`src/rtl/countdown_ctrl_pkg.sv`:
```
// Shared definitions for the countdown timer: state encoding (also used by the
// timer register decode), default count width and prescaler sizing.
package countdown_ctrl_pkg;

    localparam int CNT_WIDTH = 32;

    typedef enum logic [1:0] {
        ST_IDLE  = 2'd0,
        ST_LOAD  = 2'd1,
        ST_COUNT = 2'd2,
        ST_DONE  = 2'd3
    } state_t;

    // Prescaler counter width: max(1, clog2(presc))
    function automatic int presc_width(input int presc);
        return (presc <= 2) ? 1 : $clog2(presc);
    endfunction

endpackage

```
`src/rtl/countdown_ctrl_tick.sv`:
```
// Divides CLK by PRESCALE while enabled; TICK marks the terminal count.
// CLR restarts the division so the first tick lands PRESCALE cycles after COUNT begins.
module tick_prescaler
    import countdown_ctrl_pkg::*;
#(
    parameter int PRESCALE = 1
) (
    input  logic CLK,
    input  logic RST,
    input  logic CLR,
    input  logic EN,
    output logic TICK
);

    localparam int PW = presc_width(PRESCALE);
    localparam logic [PW-1:0] TERM = PW'(PRESCALE - 1);

    logic [PW-1:0] count;

    always_ff @(posedge CLK or posedge RST) begin
        if (RST)
            count <= '0;
        else if (CLR)
            count <= '0;
        else if (EN)
            count <= (count == TERM) ? '0 : count + PW'(1);
    end

    assign TICK = EN && (count == TERM);

endmodule

```
`src/rtl/countdown_ctrl.sv`:
```
// Control stage around the external downcounter: latches N, drives LD/EN/D,
// watches Q for zero and reports BUSY, sticky DONE and a one-cycle IRQ.
module countdown_ctrl
    import countdown_ctrl_pkg::*;
#(
    parameter int WIDTH    = CNT_WIDTH,
    parameter int PRESCALE = 1
) (
    input  logic             CLK,
    input  logic             RST,
    input  logic             GO,
    input  logic [WIDTH-1:0] N,
    input  logic             ACK,
    input  logic             CANCEL,
    output logic             CNT_LD,
    output logic             CNT_EN,
    output logic [WIDTH-1:0] CNT_D,
    input  logic [WIDTH-1:0] CNT_Q,
    output logic             BUSY,
    output logic             DONE,
    output logic             IRQ
);

    state_t           state;
    logic [WIDTH-1:0] n_latch;
    logic             irq_flag;
    logic             tick;
    logic             q_zero;

    assign q_zero = (CNT_Q == '0);

    tick_prescaler #(.PRESCALE(PRESCALE)) u_presc (
        .CLK  (CLK),
        .RST  (RST),
        .CLR  (state == ST_LOAD),
        .EN   (state == ST_COUNT),
        .TICK (tick)
    );

    always_ff @(posedge CLK or posedge RST) begin
        if (RST) begin
            state    <= ST_IDLE;
            n_latch  <= '0;
            irq_flag <= 1'b0;
        end else begin
            irq_flag <= 1'b0;
            if (CANCEL) begin
                state <= ST_IDLE;
            end else begin
                case (state)
                    ST_IDLE: begin
                        if (GO) begin
                            state   <= ST_LOAD;
                            n_latch <= N;
                        end
                    end
                    ST_LOAD:  state <= ST_COUNT;
                    ST_COUNT: begin
                        if (q_zero) begin
                            state    <= ST_DONE;
                            irq_flag <= 1'b1;
                        end
                    end
                    ST_DONE: begin
                        // GO restarts even when ACK arrives in the same cycle
                        if (GO) begin
                            state   <= ST_LOAD;
                            n_latch <= N;
                        end else if (ACK) begin
                            state <= ST_IDLE;
                        end
                    end
                    default: state <= ST_IDLE;
                endcase
            end
        end
    end

    // Q is only trusted in COUNT (it is don't-care after reset); EN is
    // withheld at zero so the counter never wraps to all-ones.
    assign CNT_LD = (state == ST_LOAD);
    assign CNT_EN = (state == ST_COUNT) && !q_zero && tick;
    assign CNT_D  = n_latch;
    assign BUSY   = (state == ST_LOAD) || (state == ST_COUNT);
    assign DONE   = (state == ST_DONE);
    assign IRQ    = irq_flag;

endmodule

```
`config.mk`:
```
export PLATFORM = sky130hd
export DESIGN_NAME = countdown_ctrl
export DESIGN_NICKNAME = d
export VERILOG_FILES = /design/src/rtl/countdown_ctrl_pkg.sv /design/src/rtl/countdown_ctrl_tick.sv /design/src/rtl/countdown_ctrl.sv
export SDC_FILE = /design/constraint.sdc
export NUM_CORES = 1
export LEC_CHECK = 0
export BUFFER_PORTS_ARGS = -buffer_cell sky130_fd_sc_hd__buf_2
export CAP_MARGIN = 5
export CORE_MARGIN = 10
export CORE_UTILIZATION = 37
export DETAILED_ROUTE_END_ITERATION = 6
export GPL_TIMING_DRIVEN = 0
export HOLD_SLACK_MARGIN = 0.06
export PLACE_DENSITY = 0.76
export SYNTH_ARGS = -nofsm -noshare
export SYNTH_HDL_FRONTEND = slang
export SYNTH_SLANG_ARGS = --single-unit
```
`constraint.sdc`:
```
create_clock -name CLK -period 1.6 [get_ports CLK]
set_input_delay 0.32 -clock CLK [delete_from_list [all_inputs] [get_ports CLK]]
set_output_delay 0.32 -clock CLK [all_outputs]
set_load 0.02 [all_outputs]
```
* Yosys cells after proc, flatten, opt, wreduce, memory -nomap -nowiden
Cells that the tools add are included.
Word-level totals: flip-flop bits (word level) 36, bits of input ports 69, output and inout bits 37, logic and storage cells 36
Cells by class: add/sub/neg operators 1, equality and inequality tests 6, mux-type cells 12, bitwise logic cells 2, reductions and logical operators 11
Operators by type and width (number):
- logical NOT 32 bit | 1
- two-way mux 2 bit | 5
- one-hot mux 2 bit (4 select lines) | 1
- two-way mux 1 bit | 6
- inequality test 3 bit (second input constant) | 2
- AND reduction 3 bit | 2
- equality test 2 bit (second input constant) | 2
- inequality test 4 bit (second input constant) | 1
- logical AND 1 bit | 3
- equality test 2 x 1 -> 1 bit (second input constant) | 1
- logical NOT 2 bit | 1
- inverter 1 bit | 2
- nonzero test 2 bit | 1
- OR reduction 2 bit | 1
- adder 1 bit (second input constant) | 1
- logical NOT 1 bit | 1
- logical OR 1 bit | 1

* Depth between registers and ports, before layout
Gate-level depths: netlist (run 1).
word-level depth 4, mapped depth 7, mapped depth without buffers 7

* Hierarchy
Synthesis (run 1) repeated with hierarchy kept, for this count alone.
Unflattened totals: cells, all modules 107, area, all modules 1542.7 sq um
By module, submodules not included:
- countdown_ctrl | instances 1, cells each 106, area an instance 1535.2 sq um
- tick_prescaler | instances 1, cells each 1, area an instance 7.5 sq um

* Worst setup path before layout (run 1)
Ideal clock, no wire load.
kind flip-flop to flip-flop, start reg state[0], end reg n_latch[3] (netlist: CNT_D[3]), library setup time 0.125 ns, arrival 1.719 ns, setup slack -0.244 ns, stages on the path, launching flop included 6, buffers on the path 1, period minus slack after synthesis 1.844 ns, path through dfrtp_1 inv_1 ha_1 nor3b_4 buf_6 mux2_2
On the way: cells in the longest elaborated chain, start to end 3, elaborated cells on any way between the ends 4
Ends and longest elaborated chain:
- start, declared | line countdown_ctrl.sv:24 | state_t state;
- start signal, assigned | line countdown_ctrl.sv:42 | state <= ST_IDLE;
- start signal, assigned | line countdown_ctrl.sv:48 | state <= ST_IDLE;
- start signal, assigned | line countdown_ctrl.sv:53 | state <= ST_LOAD;
- equality test 2 bit or logical NOT 2 bit (tied branches) | line countdown_ctrl.sv:50 | case (state)
- OR reduction 2 bit (no line) *
- AND reduction 3 bit (no line) *
- end signal, assigned | line countdown_ctrl.sv:43 | n_latch <= '0;
- end signal, assigned | line countdown_ctrl.sv:54 | n_latch <= N;
- end signal, assigned | line countdown_ctrl.sv:68 | n_latch <= N;
- end, declared | line countdown_ctrl.sv:25 | logic [WIDTH-1:0] n_latch;
Every way passes the cells marked *; elsewhere a longest branch is shown, timed or not. A chain may end at the register's enable or synchronous reset.

* Worst setup path in the final report (run 1)
start reg state[1], end reg n_latch[25] (netlist: CNT_D[25])
The elaborated chain is that of the path after synthesis.

==> results.json, run 1 <==
{
  "synth_fp_nets": 179,
  "path_class": "reg2reg",
  "cts_tree": "done",
  "fin_area_um2": 2494,
  "via_count": 1365,
  "place_congestion": 0.7476,
  "ctsHtreeMaxLevel": 2,
  "worstHoldPathType": "in2async",
  "netlist_top_cells_area": "dfrtp_1, mux2_2, ha_1",
  "p_leak_uw": 0.001269,
  "clk_pin_slew_ps": 70,
  "synth_warnings": 0,
  "finalSetupViolCount": 23,
  "grt_pass1_vias": 1550,
  "grt_use_met1_pct": 14.37,
  "synth_compound_area_share_pct": 3.686,
  "critPathLaunchType": "flip-flop",
  "final_common_cell": "buf_2",
  "fmax_mhz": 608.7,
  "antenna_cells": 0,
  "cts.sinks": 35,
  "use_met2_pct": 22.41,
  "critPathCapture": "CNT_D[25]",
  "most-common-layout-cells": "buf_2, dfrtp_1, mux2_4",
  "cap_viol_max_count": 0,
  "synthSimpleGateAreaFrac_pct": 8.436,
  "first_pass_iters": 4,
  "synth_seq_area_share_pct": 57.33,
  "cp.arrival_ps": 1810,
  "wl_per_cell_um": 16.95,
  "drc_errors": 0,
  "crit_path_start": "state[1]",
  "drv_slew": 0,
  "violations": "negative setup slack",
  "design.die.area_um2": 7099,
  "cp_max_fo": 10,
  "worst_setup_path_end_kind": "flip-flop",
  "core.rowCount": 23,
  "fin_nets": 305,
  "netlist-cell-type-count": 22,
  "gr-total-overflow": 0,
  "syn_area_per_cell_um2": 14.41,
  "numPortBuffers": 105,
  "wirelength_mm": 4.797,
  "antenna_found_initial": 0,
  "core_region_area_um2": 4000,
  "grt_use_met3_pct": 6.087,
  "ir_worst_vdd_v": 0.0007116,
  "synth_xor_area_share_pct": 0,
  "syn2layout_area_growth_pct": 63.23,
  "drive_gt1_share_pct": 74.25,
  "synthMuxAreaShare_pct": 23.59,
  "grt_pass1_wl_mm": 7.769,
  "slew-limit-headroom_pct": 44.27,
  "grt_max_degree": 21,
  "reg2reg_depth": 6,
  "cts_hold_buf": 0,
  "initial_utilization_pct": 38.19,
  "synth.top_cell.area_share_pct": 57.33,
  "cp.required_ps": 1760,
  "place_area_um2": 2156,
  "dpl.hpwl_mm": 3.741,
  "finalCritPeriodShare_pct": 102.7,
  "powerDensity_nw_per_um2": 1896,
  "hold_viol_final": 0,
  "ios": 106,
  "timing.rr.end": "CNT_D[25]",
  "worstReg2RegStart": "state[1]",
  "die_w_um": 84.26,
  "worstMarginPinSlew_ps": 835.1,
  "clk_latency_ps": 280,
  "fp.dieH_um": 84.26,
  "grt.busiest_layer": "met2",
  "skew_ps": 4.588,
  "synthesis.area_um2": 1528,
  "numCtsBuffers": 5,
  "clockRootBuffer": "clkbuf_8",
  "final.min_clock_period_ps": 1643,
  "holdWs_ps": 196.4,
  "via_per_inst": 4.823,
  "synthAdderAreaFrac_pct": 3.276,
  "netlist_instances": 106,
  "track_usage_pct": 13.40,
  "synth-seq-cells": 35,
  "clk_path_buf_depth": 2,
  "drt_first_iter_violations": 39,
  "reg2reg_slack_ps": -40,
  "yosys.area.top_type": "dfrtp_1",
  "rsz0062_at_grt": "true",
  "synth_top_family_by_area": "multiplexers",
  "status": "finished with violations",
  "antenna_left": 0,
  "setup_ws_ps": -42.74
}
state kept, by name, summed over array words and instances (netlist names):
signal,cells
state,2
IRQ,1
CNT_D,32
critical path, stage by stage (launching register included):
cell     delay, ps
dfrtp_1        410
inv_2           90
ha_4           210
nor3b_4        170
buf_6          160
buf_8          150
mux2_2         330
per-stage QoR:
stage	setup slack, ps	total power [uW]	std cells	util, %	TNS (ps)
after global routing	-129.4	5038	283	62.34	-2534
after CTS	-48.27	4599	281	60.31	-914.5
after global placement	-193.6	3617	261	53.21	-5765
final	-42.74	4729	283	62.34	-421.4
after floorplan	-67.37	2942	106	-	-1969
after detailed placement	-207.8	3705	262	53.89	-6110
worst min-delay path by stage:
stage	start	endpoint	slack, ps
CTS	RST	CNT_D[20]	210
finish	RST	CNT_D[3]	200
global route	RST	CNT_D[12]	260
detailed placement	CNT_D[11]	CNT_D[11]	480
floorplan	CANCEL	IRQ	390
global placement	CNT_D[10]	CNT_D[10]	470
routing by layer:
| metal | up-vias | share of wire [%] |
|---|---|---|
| li1 | 644 | - |
| met1 | 632 | 39 |
| met2 | 81 | 48 |
| met3 | 8 | 10 |
| met4 | 0 | 1.7 |
| met5 | - | 0 |
what timing repair did:
item | CTS | global route
gates resized for setup | 24 | 16
pin swaps | 4 | 4
cloned | 1 | 0
endpoints found under the setup margin | 34 | 34
setup buffers | 10 | 2
cell usage after synthesis (all sizes together):
cell	instances
inv	6
a21oi	1
nand4	2
nor4	9
dfrtp	35
nor2	3
a31oi	1
o21ai	2
a21o	1
o311a	1
or3	1
mux2	32
o2111ai	1
o221ai	1
nor3b	1
ha	4
nand2b	1
nand4b	1
buf	3
power breakdown:
group          total, uW  switching (uW)  internal [uW]
combinational       2580            1310           1280
sequential          1550             221           1320
clock                602             297            305
cell families after synthesis:
group                    after synthesis
flip-flops                            35
AO/OA/AOI/OAI                          8
multiplexers                          32
AND/OR/NAND/NOR                       18
buffers and inverters                  9
adder cells (fa/ha/maj)                4
cell type report:
cell class	count	area [um2]
sequential	35	875.8
inverter	6	22.52
clock buffer	7	76.32
timing repair buffer	119	666.9
tap	50	62.56
fill	338	1506
buffer	3	46.29
clock inverter	1	5.005
multi-input combinational	62	738.2
Power figures use the tool's default switching activity.
==> inputs of run 2 (changes only) <==
--- a/config.mk
+++ b/config.mk
@@ -8,11 +8,11 @@
 export BUFFER_PORTS_ARGS = -buffer_cell sky130_fd_sc_hd__buf_2
 export CAP_MARGIN = 5
 export CORE_MARGIN = 10
-export CORE_UTILIZATION = 37
+export CORE_UTILIZATION = 44
 export DETAILED_ROUTE_END_ITERATION = 6
 export GPL_TIMING_DRIVEN = 0
 export HOLD_SLACK_MARGIN = 0.06
-export PLACE_DENSITY = 0.76
+export PLACE_DENSITY = 0.85
 export SYNTH_ARGS = -nofsm -noshare
 export SYNTH_HDL_FRONTEND = slang
 export SYNTH_SLANG_ARGS = --single-unit
==> constraint.sdc (replaced) <==
create_clock -name CLK -period 1.96 [get_ports CLK]
set_input_delay 0.392 -clock CLK [delete_from_list [all_inputs] [get_ports CLK]]
set_output_delay 0.392 -clock CLK [all_outputs]
set_load 0.02 [all_outputs]
==> run 2 against run 1 <==
  * The run now ends clean
  * Flip-flop and latch count unchanged
  * Maximum frequency decreased by 11%
  * Hold slack got worse by 32 ps
  * Combinational power decreased by 34%
  * Sequential share of layout area increased by 4.3 points
  * Final cell count decreased by 4.9%
  * Clock skew increased by 2.7 ps
  * Clock power decreased by 13%
  * Sequential power decreased by 19%
  * Power decreased by 27%
  * Critical endpoint is now CNT_D[11]
  * Largest power group unchanged
==> results.json, run 2 (synthesis gave the netlist of run 1 again) <==
{
  "finalSetupViolCount": 0,
  "fin_nets": 295,
  "initial_utilization_pct": 45.78,
  "place_area_um2": 2111,
  "syn2layout_area_growth_pct": 45.70,
  "postLayoutCoreUtil_pct": 66.70,
  "p_switching_uw": 1355,
  "final_common_cell": "buf_2",
  "p_leak_uw": 0.001132,
  "cts_tree": "done",
  "p_seq_share_pct": 35.9,
  "worstMarginPinSlew_ps": 702.4,
  "numPortBuffers": 105,
  "comb_power_share_pct": 48.9,
  "fin_area_um2": 2226,
  "place_congestion": 0.8319,
  "skew_ps": 7.253,
  "most-common-layout-cells": "buf_2, dfrtp_1, mux2_2",
  "grt_pass1_wl_mm": 6.727,
  "first_pass_iters": 4,
  "drv_slew": 0,
  "path_class": "reg2reg",
  "ir_worst_vdd_v": 0.0008522,
  "fmax_mhz": 541.3,
  "ios": 106,
  "final.min_clock_period_ps": 1847,
  "crit_path_start": "state[0]",
  "worst_setup_path_end_kind": "flip-flop",
  "wl_per_cell_um": 15.85,
  "worstHoldPathType": "in2async",
  "core.rowCount": 21,
  "slew-limit-headroom_pct": 53.11,
  "worstReg2RegStart": "state[0]",
  "clk_latency_ps": 330,
  "rsz0062_at_grt": "false",
  "drt_first_iter_violations": 10,
  "clk_path_buf_depth": 2,
  "design.die.area_um2": 6229,
  "grt_max_degree": 36,
  "clk_pin_slew_ps": 100,
  "cp_max_fo": 5,
  "fp.dieH_um": 78.93,
  "powerDensity_nw_per_um2": 1560,
  "ctsHtreeMaxLevel": 2,
  "finalSetupTns_ps": 0,
  "largest_reg_flops": 32,
  "hold_viol_final": 0,
  "clockRootBuffer": "clkbuf_4",
  "die_w_um": 78.93,
  "wirelength_mm": 4.264,
  "clock_power_share_pct": 15.2,
  "numCtsBuffers": 5,
  "cp.arrival_ps": 2060,
  "gr-total-overflow": 0,
  "status": "completed",
  "cap_viol_max_count": 0,
  "power.internal_uw": 2117,
  "core_region_area_um2": 3337,
  "cp.required_ps": 2170,
  "critPathLaunchType": "flip-flop",
  "dp_cells": 257,
  "track_usage_pct": 13.54,
  "via_per_inst": 4.848,
  "fin_cells": 269,
  "grt_pass1_vias": 1446,
  "antenna_cells": 0,
  "dpl.hpwl_mm": 3.661,
  "via_count": 1304,
  "drive_gt1_share_pct": 69.06,
  "antenna_found_initial": 0,
  "cts.sinks": 35,
  "finalCritPeriodShare_pct": 94.26,
  "drc_errors": 0,
  "p_sw_share_pct": 39.03,
  "antenna_left": 0
}
[run 2: cell count changes in the layout (fill, tap and decap cells not counted), sizes merged]
cell,before,now
buf,122,112
bufinv,0,1
clkbuf,7,6
[run 2: metrics by stage]
| stage | setup WS [ps] | power [uW] | hold WS (ps) |
|---|---|---|---|
| 3_3_place_gp | 59.88 | 2913 | 461.3 |
| 4_1_cts | 20.44 | 3507 | 257.4 |
| 5_1_grt | 30.34 | 3723 | 208.1 |
| 3_5_place_dp | 0.005440 | 2968 | 470.9 |
| 6_report | 112.6 | 3472 | 164.1 |
| 2_1_floorplan | 115.7 | 2358 | 464.7 |
[run 2: repair_timing]
action / in CTS / in global routing
resized for setup: 0 / 1
pin swaps: 1 / 1
gates cloned: 0 / 1
endpoints found under the setup margin: 4 / 33
buffers inserted: 1 / 2
hold buffers: 0 / 0
[run 2: worst max-delay path, stage by stage (launching register included)]
cell and delay (ps):
dfrtp_2 420, inv_1 90, ha_1 360, nor3b_4 180, buf_4 170, buf_2 170
mux2_1 340
[run 2: metal layers]
layer | wire [um] | vias up | track usage, %
met4 | 29 | 0 | 3.226
met2 | 1903 | 89 | 22.78
li1 | - | 626 | -
met5 | 0 | - | 0
met1 | 1675 | 584 | 13.32
met3 | 656 | 5 | 9.572
[run 2: layout make-up]
cell class / instances / area, um2
repair buffers: 109 / 553.0
plain buffers: 3 / 33.78
well taps: 46 / 57.56
inverters: 6 / 22.52
clock buffers: 6 / 51.30
clock inverters: 2 / 35.03
fillers: 278 / 1111
multi-input cells: 62 / 595.6
flip-flops and latches: 35 / 877.1
[run 2: power groups by stage]
stage	sequential, uW	clock (uW)	combinational (uW)
2_1_floorplan	1690	0	668
3_3_place_gp	1240	0	1670
3_5_place_dp	1270	0	1700
4_1_cts	1250	546	1710
5_1_grt	1290	583	1850
6_report	1250	526	1700
[run 2: worst paths after layout]
| path | endpoint | slack (ps) | depth (start not counted) |
|---|---|---|---|
| worst max register to register | CNT_D[11] | 110 | 6 |
| worst min-delay path | CNT_D[16] | 160 | 2 |
| max in group asynchronous | state[0] | 1300 | 2 |
| worst min register to register | CNT_D[12] | 490 | 1 |
| min in group CLK | CNT_D[12] | 280 | 2 |
| worst max-delay path | CNT_D[11] | 110 | 6 |
